<file path="src/rtl/mmm_pkg.sv">
// Shared types and constants for the fetch-side instruction cache.
// Contents:
//   XLEN, OFFSET, ICACHE_OFFSET, ICACHE_LINE_LEN, ICACHE_IDX_BITS  - geometry constants
//   icache_out_t      - response record {pc, line}
//   icache_state_t    - miss-handling FSM states
//   icache_mem_req_t  - refill request record {valid, addr}
package mmm_pkg;

  localparam int XLEN            = 16;
  localparam int OFFSET          = 1;
  localparam int ICACHE_OFFSET   = 1;
  localparam int ICACHE_LINE_LEN = 32;
  localparam int ICACHE_IDX_BITS = 2;

  typedef struct packed {
    logic [XLEN-1:0]            pc;
    logic [ICACHE_LINE_LEN-1:0] line;
  } icache_out_t;

  typedef enum logic [1:0] {IDLE, MISS_REQ, MISS_WAIT} icache_state_t;

  typedef struct packed {
    logic            valid;
    logic [XLEN-1:0] addr;
  } icache_mem_req_t;

endpackage

</file>
<file path="src/rtl/icache_dm_array.sv">
// Storage for the direct-mapped instruction cache: per-line valid bits,
// tag array and data array.
// Ports:
//   clk_i, rst_i   clock, synchronous active-high reset (valid bits only)
//   clr_i          clear all valid bits at the next edge (wins over a write)
//   rd_idx_i       combinational read index
//   rd_valid_o     valid bit of the indexed line
//   rd_tag_o       tag of the indexed line
//   rd_line_o      data of the indexed line
//   we_i           write enable: install tag/data and set valid at wr_idx_i
//   wr_idx_i       write index
//   wr_tag_i       tag to install
//   wr_line_i      line data to install
module icache_dm_array
  import mmm_pkg::*;
#(
  parameter int IDX_BITS = ICACHE_IDX_BITS,
  parameter int TAG_LEN  = 12,
  parameter int LINE_LEN = ICACHE_LINE_LEN
) (
  input  logic                clk_i,
  input  logic                rst_i,
  input  logic                clr_i,
  input  logic [IDX_BITS-1:0] rd_idx_i,
  output logic                rd_valid_o,
  output logic [TAG_LEN-1:0]  rd_tag_o,
  output logic [LINE_LEN-1:0] rd_line_o,
  input  logic                we_i,
  input  logic [IDX_BITS-1:0] wr_idx_i,
  input  logic [TAG_LEN-1:0]  wr_tag_i,
  input  logic [LINE_LEN-1:0] wr_line_i
);

  localparam int NLINES = 1 << IDX_BITS;

  logic [NLINES-1:0]   valid_q, valid_d;
  logic [TAG_LEN-1:0]  tag_q  [NLINES];
  logic [LINE_LEN-1:0] data_q [NLINES];

  // A clear in the same cycle as a refill write leaves the line invalid.
  always_comb begin
    valid_d = valid_q;
    if (clr_i) begin
      valid_d = '0;
    end else if (we_i) begin
      valid_d[wr_idx_i] = 1'b1;
    end
  end

  always_ff @(posedge clk_i) begin
    if (rst_i) begin
      valid_q <= '0;
    end else begin
      valid_q <= valid_d;
    end
  end

  // Tag and data contents are never reset; the valid bit guards them.
  always_ff @(posedge clk_i) begin
    if (we_i) begin
      tag_q[wr_idx_i]  <= wr_tag_i;
      data_q[wr_idx_i] <= wr_line_i;
    end
  end

  assign rd_valid_o = valid_q[rd_idx_i];
  assign rd_tag_o   = tag_q[rd_idx_i];
  assign rd_line_o  = data_q[rd_idx_i];

endmodule

</file>
<file path="src/rtl/icache_dm.sv">
// Direct-mapped instruction cache, responder side of the fetch interface.
// Hits answer one cycle after accept; misses fetch a whole line from memory,
// install it and then answer. Only one miss is outstanding at a time.
// Ports:
//   clk_i, rst_i       clock, synchronous active-high reset
//   flush_i            invalidate all lines and kill any in-flight miss
//   req_valid_i/req_ready_o/req_pc_i        fetch request
//   resp_valid_o/resp_ready_i/resp_o        response {pc, line}
//   mem_req_valid_o/mem_req_ready_i/mem_req_addr_o  refill request (line aligned)
//   mem_resp_valid_i/mem_resp_line_i        refill data (single beat)
module icache_dm
  import mmm_pkg::*;
#(
  parameter int IDX_BITS = ICACHE_IDX_BITS
) (
  input  logic                       clk_i,
  input  logic                       rst_i,
  input  logic                       flush_i,
  input  logic                       req_valid_i,
  output logic                       req_ready_o,
  input  logic [XLEN-1:0]            req_pc_i,
  output logic                       resp_valid_o,
  input  logic                       resp_ready_i,
  output icache_out_t                resp_o,
  output logic                       mem_req_valid_o,
  input  logic                       mem_req_ready_i,
  output logic [XLEN-1:0]            mem_req_addr_o,
  input  logic                       mem_resp_valid_i,
  input  logic [ICACHE_LINE_LEN-1:0] mem_resp_line_i
);

  localparam int LOFF    = ICACHE_OFFSET + OFFSET;
  localparam int TAG_LEN = XLEN - LOFF - IDX_BITS;

  icache_state_t   state_q, state_d;
  logic [XLEN-1:0] pc_q, pc_d;
  logic            kill_q, kill_d;
  logic            resp_valid_q, resp_valid_d;
  icache_out_t     resp_q, resp_d;
  icache_mem_req_t mem_req;

  logic [IDX_BITS-1:0]        req_idx, pc_idx;
  logic [TAG_LEN-1:0]         req_tag, pc_tag;
  logic                       rd_valid;
  logic [TAG_LEN-1:0]         rd_tag;
  logic [ICACHE_LINE_LEN-1:0] rd_line;
  logic                       accept, hit, refill, install;

  assign req_idx = req_pc_i[LOFF+IDX_BITS-1:LOFF];
  assign req_tag = req_pc_i[XLEN-1:LOFF+IDX_BITS];
  assign pc_idx  = pc_q[LOFF+IDX_BITS-1:LOFF];
  assign pc_tag  = pc_q[XLEN-1:LOFF+IDX_BITS];

  assign accept  = req_valid_i & req_ready_o;
  assign hit     = rd_valid & (rd_tag == req_tag);
  assign refill  = (state_q == MISS_WAIT) & mem_resp_valid_i;
  // A killed refill still completes the memory handshake but is dropped.
  assign install = refill & ~kill_q;

  icache_dm_array #(
    .IDX_BITS (IDX_BITS),
    .TAG_LEN  (TAG_LEN),
    .LINE_LEN (ICACHE_LINE_LEN)
  ) u_array (
    .clk_i      (clk_i),
    .rst_i      (rst_i),
    .clr_i      (flush_i),
    .rd_idx_i   (req_idx),
    .rd_valid_o (rd_valid),
    .rd_tag_o   (rd_tag),
    .rd_line_o  (rd_line),
    .we_i       (install),
    .wr_idx_i   (pc_idx),
    .wr_tag_i   (pc_tag),
    .wr_line_i  (mem_resp_line_i)
  );

  // FSM state register
  always_ff @(posedge clk_i) begin
    if (rst_i) begin
      state_q <= IDLE;
    end else begin
      state_q <= state_d;
    end
  end

  // FSM next state; a flush never aborts MISS_REQ since the valid must stay up
  always_comb begin
    state_d = state_q;
    case (state_q)
      IDLE:      if (accept && !hit)   state_d = MISS_REQ;
      MISS_REQ:  if (mem_req_ready_i)  state_d = MISS_WAIT;
      MISS_WAIT: if (mem_resp_valid_i) state_d = IDLE;
      default:                         state_d = IDLE;
    endcase
  end

  // FSM outputs
  always_comb begin
    req_ready_o = 1'b0;
    mem_req     = '0;
    case (state_q)
      IDLE:     req_ready_o = ~flush_i & (~resp_valid_q | resp_ready_i);
      MISS_REQ: begin
        mem_req.valid = 1'b1;
        mem_req.addr  = {pc_q[XLEN-1:LOFF], {LOFF{1'b0}}};
      end
      default: ;
    endcase
  end

  assign mem_req_valid_o = mem_req.valid;
  assign mem_req_addr_o  = mem_req.addr;

  // Request PC, kill flag and response register next state
  always_comb begin
    pc_d = accept ? req_pc_i : pc_q;

    kill_d = kill_q;
    if (refill) begin
      kill_d = 1'b0;
    end else if (flush_i && (state_q != IDLE)) begin
      kill_d = 1'b1;
    end

    resp_valid_d = resp_valid_q;
    resp_d       = resp_q;
    if (flush_i) begin
      resp_valid_d = 1'b0;
    end else if (accept && hit) begin
      resp_valid_d = 1'b1;
      resp_d.pc    = req_pc_i;
      resp_d.line  = rd_line;
    end else if (install) begin
      resp_valid_d = 1'b1;
      resp_d.pc    = pc_q;
      resp_d.line  = mem_resp_line_i;
    end else if (resp_ready_i) begin
      resp_valid_d = 1'b0;
    end
  end

  always_ff @(posedge clk_i) begin
    if (rst_i) begin
      kill_q       <= 1'b0;
      resp_valid_q <= 1'b0;
      resp_q       <= '0;
    end else begin
      kill_q       <= kill_d;
      resp_valid_q <= resp_valid_d;
      resp_q       <= resp_d;
    end
  end

  always_ff @(posedge clk_i) begin
    pc_q <= pc_d;
  end

  assign resp_valid_o = resp_valid_q;
  assign resp_o       = resp_q;

endmodule

</file>
<file path="config.mk">
export PLATFORM = sky130hd
export DESIGN_NAME = icache_dm
export DESIGN_NICKNAME = d
export VERILOG_FILES = /design/src/rtl/mmm_pkg.sv /design/src/rtl/icache_dm_array.sv /design/src/rtl/icache_dm.sv
export SDC_FILE = /design/constraint.sdc
export NUM_CORES = 1
export LEC_CHECK = 0
export ABC_CLOCK_PERIOD_IN_PS = 7700
export CORE_MARGIN = 2
export CORE_UTILIZATION = 29
export CTS_BUF_LIST = sky130_fd_sc_hd__clkbuf_16
export CTS_CLUSTER_DIAMETER = 40
export DETAILED_ROUTE_END_ITERATION = 16
export PLACE_DENSITY = 0.52
export SYNTH_ARGS = -nofsm -noshare
export SYNTH_HDL_FRONTEND = slang
export SYNTH_SLANG_ARGS = --single-unit
</file>
<file path="constraint.sdc">
create_clock -name clk_i -period 7.7 [get_ports clk_i]
set_clock_uncertainty 0.15 [all_clocks]
set_input_delay 1.155 -clock clk_i [delete_from_list [all_inputs] [get_ports clk_i]]
set_output_delay 1.155 -clock clk_i [all_outputs]
set_load 0.005 [all_outputs]
</file>
==> impl_metrics.env <==
export IMPL_synth_area_leader_cell="edfxtp_1"
export IMPL_core_sq_um=31700
export IMPL_reg2reg_depth=8
export IMPL_cts_resized=0
export IMPL_place_gp_congestion=0.701
export IMPL_htree_num_levels=2
export IMPL_die_h_um=184
export IMPL_r2r_start="u_array.tag_q[0][5]$_DFFE_PP_"
export IMPL_synth_warnings=0
export IMPL_first_pass_iters=5
export IMPL_status="finished clean"
export IMPL_post_drt_wl_per_cell_um=19.8
export IMPL_place_hpwl_mm=12.9
export IMPL_syn_to_final_growth_pct=31.3
export IMPL_power_total_uw=3360
export IMPL_hold_end="resp_o[20]$_SDFFE_PP0P_"
export IMPL_synth_top_area_share_pct=61.3
export IMPL_synth_distinct_cells=37
export IMPL_drt_total_wl_mm=21.9
export IMPL_path_class="in2reg"
export IMPL_ys_seq_elements=248
export IMPL_clk_pin_slew_ns=0.05
export IMPL_grt_pass1_wl_mm=34.0
export IMPL_grt_total_usage_pct=13.3
export IMPL_synth_area_sq_um=9400
export IMPL_worstPathMaxFanout=37
export IMPL_rsz0062_at_grt="false"
export IMPL_grt_max_degree=46
export IMPL_fin_setup_tns_ns=0
export IMPL_slew_viol_final=0
export IMPL_clockBufferDepth=3
export IMPL_cts_tree="yes"
export IMPL_async_flop_share_pct=0
export IMPL_start_util_pct=29.6
export IMPL_setup_viol=0
export IMPL_crit_arrival_ns=4.79
export IMPL_slowest_stage="a2111oi_2"
export IMPL_io_buffers=119
export IMPL_drc=0
export IMPL_yosysSeqAreaShare_pct=73.2
export IMPL_ir_worst_vdd_uv=148
export IMPL_maxCapViolations=0
export IMPL_hold_buffers=0
export IMPL_io_pins=122
export IMPL_vias=5271
export IMPL_required_ns=7.98
export IMPL_layout_commonest_cell="edfxtp_1"
export IMPL_clk_latency_ns=0.51
export IMPL_hold_depth=2
export IMPL_hold_viol=0
export IMPL_synth_flop_cell="edfxtp_1"
export IMPL_fp_row_count=65
export IMPL_power_density_nw_per_um2=272
export IMPL_crit_chain="buf_2 > buf_4 > mux4_2 > xnor2_1 > nand4_1 > a2111oi_2 > and3_2 > buf_4 > a22oi_1 > o21ai_0"
export IMPL_crit_path_max_incr_delay_ns=0.59
export IMPL_cellLeakagePower_uw=0.00404
export IMPL_antenna_left=0
export IMPL_cts_root_buf="clkbuf_16"
export IMPL_min_period_ns=4.52
export IMPL_timing_rr_end="resp_o[2]$_SDFFE_PP0P_"
export IMPL_die_w_um=184
export IMPL_cp_start_kind="input port"
export IMPL_syn_inst=536
export IMPL_r2r_setup_slack_ns=4.37
export IMPL_drtIter0Drc=343
export IMPL_synth_edf_count=192
export IMPL_finalCritPeriodShare_pct=58.7
export IMPL_mostFrequentLayoutCells="edfxtp_1, clkdlybuf4s50_1, dfxtp_1"
export IMPL_num_nets_final=726
export IMPL_ys_top_cells_by_area="edfxtp_1, dfxtp_1, mux4_2"
export IMPL_grt_ovfl_total=0
export IMPL_hold_class="reg2reg"
export IMPL_critical_path_top_cell_by_count="buf_4"
export IMPL_clock_sinks=248
export IMPL_numCtsBuffers=39
export IMPL_n_fill_cell=2927
export IMPL_via_per_inst=4.77
export IMPL_synth_avg_cell_area_sq_um=17.5
export IMPL_layout_drive_gt1_share_pct=17.1
export IMPL_tightest_slew_ns=1.06
export IMPL_cp_num_buf_inv=3
export IMPL_dieArea_sq_um=33900
export IMPL_first_global_vias=5687
export IMPL_worst_setup_path_end_kind="flip-flop"
export IMPL_crit_family="buffers and inverters"
export IMPL_post_cts_buffers=0
export IMPL_fmax_ghz=0.221
export IMPL_max_slew_margin_pct=29.5
export IMPL_antenna_found_initial=1
export IMPL_min_from="resp_o[20]$_SDFFE_PP0P_"
[Yosys cell counts, types with 5 or more instances]
library cell  instances
o21ai_0              23
o21a_1                5
xor2_1               10
mux2i_1               9
nand2_1              35
nor2_1                7
clkbuf_1             18
a22o_1               32
mux4_2               36
o21ai_1               9
edfxtp_1            192
dfxtp_1              56
and2_1               15
a22oi_1              33
xnor2_1               9
buf_2                 9
[metrics by stage]
step           util [%]  std cells  cell area, sq um  hold WS (ns)  worst slack [ns]
6_report           38.9       1104             12300         0.295              3.18
5_1_grt            38.9       1104             12300         0.316              2.88
4_1_cts            38.9       1103             12300         0.303              3.15
3_5_place_dp       34.7       1032             11000         0.296              2.61
3_3_place_gp       34.7       1032             11000         0.297              2.72
2_1_floorplan         -        537              9410         0.283             0.984
[logic make-up (layout without fill, tap and decap cells)]
logic type | Yosys count | after routing | share of synthesized area [%]
flip-flops | 248 | 248 | 73.2
AO/OA/AOI/OAI | 108 | 108 | 8.29
AND/OR/NAND/NOR | 75 | 75 | 3.90
multiplexers | 48 | 48 | 10.4
buffers and inverters | 37 | 201 | 2.34
XOR/XNOR | 19 | 19 | 1.77
other | 1 | 3 | 0.0399
[sequential cells by signal (all words and copies together) (netlist names)]
| signal | cells |
|---|---|
| kill_q | 1 |
| pc_q | 16 |
| resp_o | 48 |
| resp_valid_o | 1 |
| state_q | 2 |
| u_array.data_q | 128 |
| u_array.tag_q | 48 |
| u_array.valid_q | 4 |
[worst reg2reg max path, delay by kind of cell (launching register included)]
kind | cells | cell delay, ns
XOR/XNOR | 1 | 0.14
AO/OA/AOI/OAI | 3 | 0.93
AND/OR/NAND/NOR | 2 | 0.66
multiplexers | 1 | 0.51
buffers and inverters | 1 | 0.51
flip-flops | 1 | 0.36
[final cells by class]
cell class | instances | area [sq um] | share of cell area (%)
antenna | 1 | 2.50 | 0.0203
timing repair buffer | 129 | 1250 | 10.2
inverter | 1 | 3.75 | 0.0304
clock buffer | 40 | 1000 | 8.11
tap | 402 | 503 | 4.08
clock inverter | 31 | 345 | 2.80
sequential | 248 | 6890 | 55.8
multi-input combinational | 252 | 2350 | 19.0
[routing by layer]
metal / GRT usage, % / share of wire (%)
met1: 18.0 / 44
met2: 21.5 / 47
met3: 2.65 / 6.2
met4: 4.67 / 2.6
met5: 0 / 0
[power breakdown]
part | leakage (uW) | internal [uW] | switching, uW
Clock | 0.000674 | 1180 | 598
Sequential | 0.00218 | 1450 | 7.68
Combinational | 0.00118 | 61.4 | 64.8
Total | 0.00404 | 2690 | 670
[worst max-delay path by stage]
stage / from / to / slack, ns / cells past startpoint
3_3_place_gp: req_pc_i[2] / resp_o[2]$_SDFFE_PP0P_ / 2.72 / 9
2_1_floorplan: mem_resp_valid_i / u_array.data_q[2][0]$_DFFE_PP_ / 0.98 / 2
4_1_cts: req_pc_i[3] / resp_o[2]$_SDFFE_PP0P_ / 3.15 / 10
5_1_grt: req_pc_i[3] / resp_o[12]$_SDFFE_PP0P_ / 2.88 / 10
3_5_place_dp: req_pc_i[3] / resp_o[2]$_SDFFE_PP0P_ / 2.61 / 10
6_report: req_pc_i[3] / resp_o[2]$_SDFFE_PP0P_ / 3.18 / 10
Note: power is estimated with default switching activity, not from simulation.
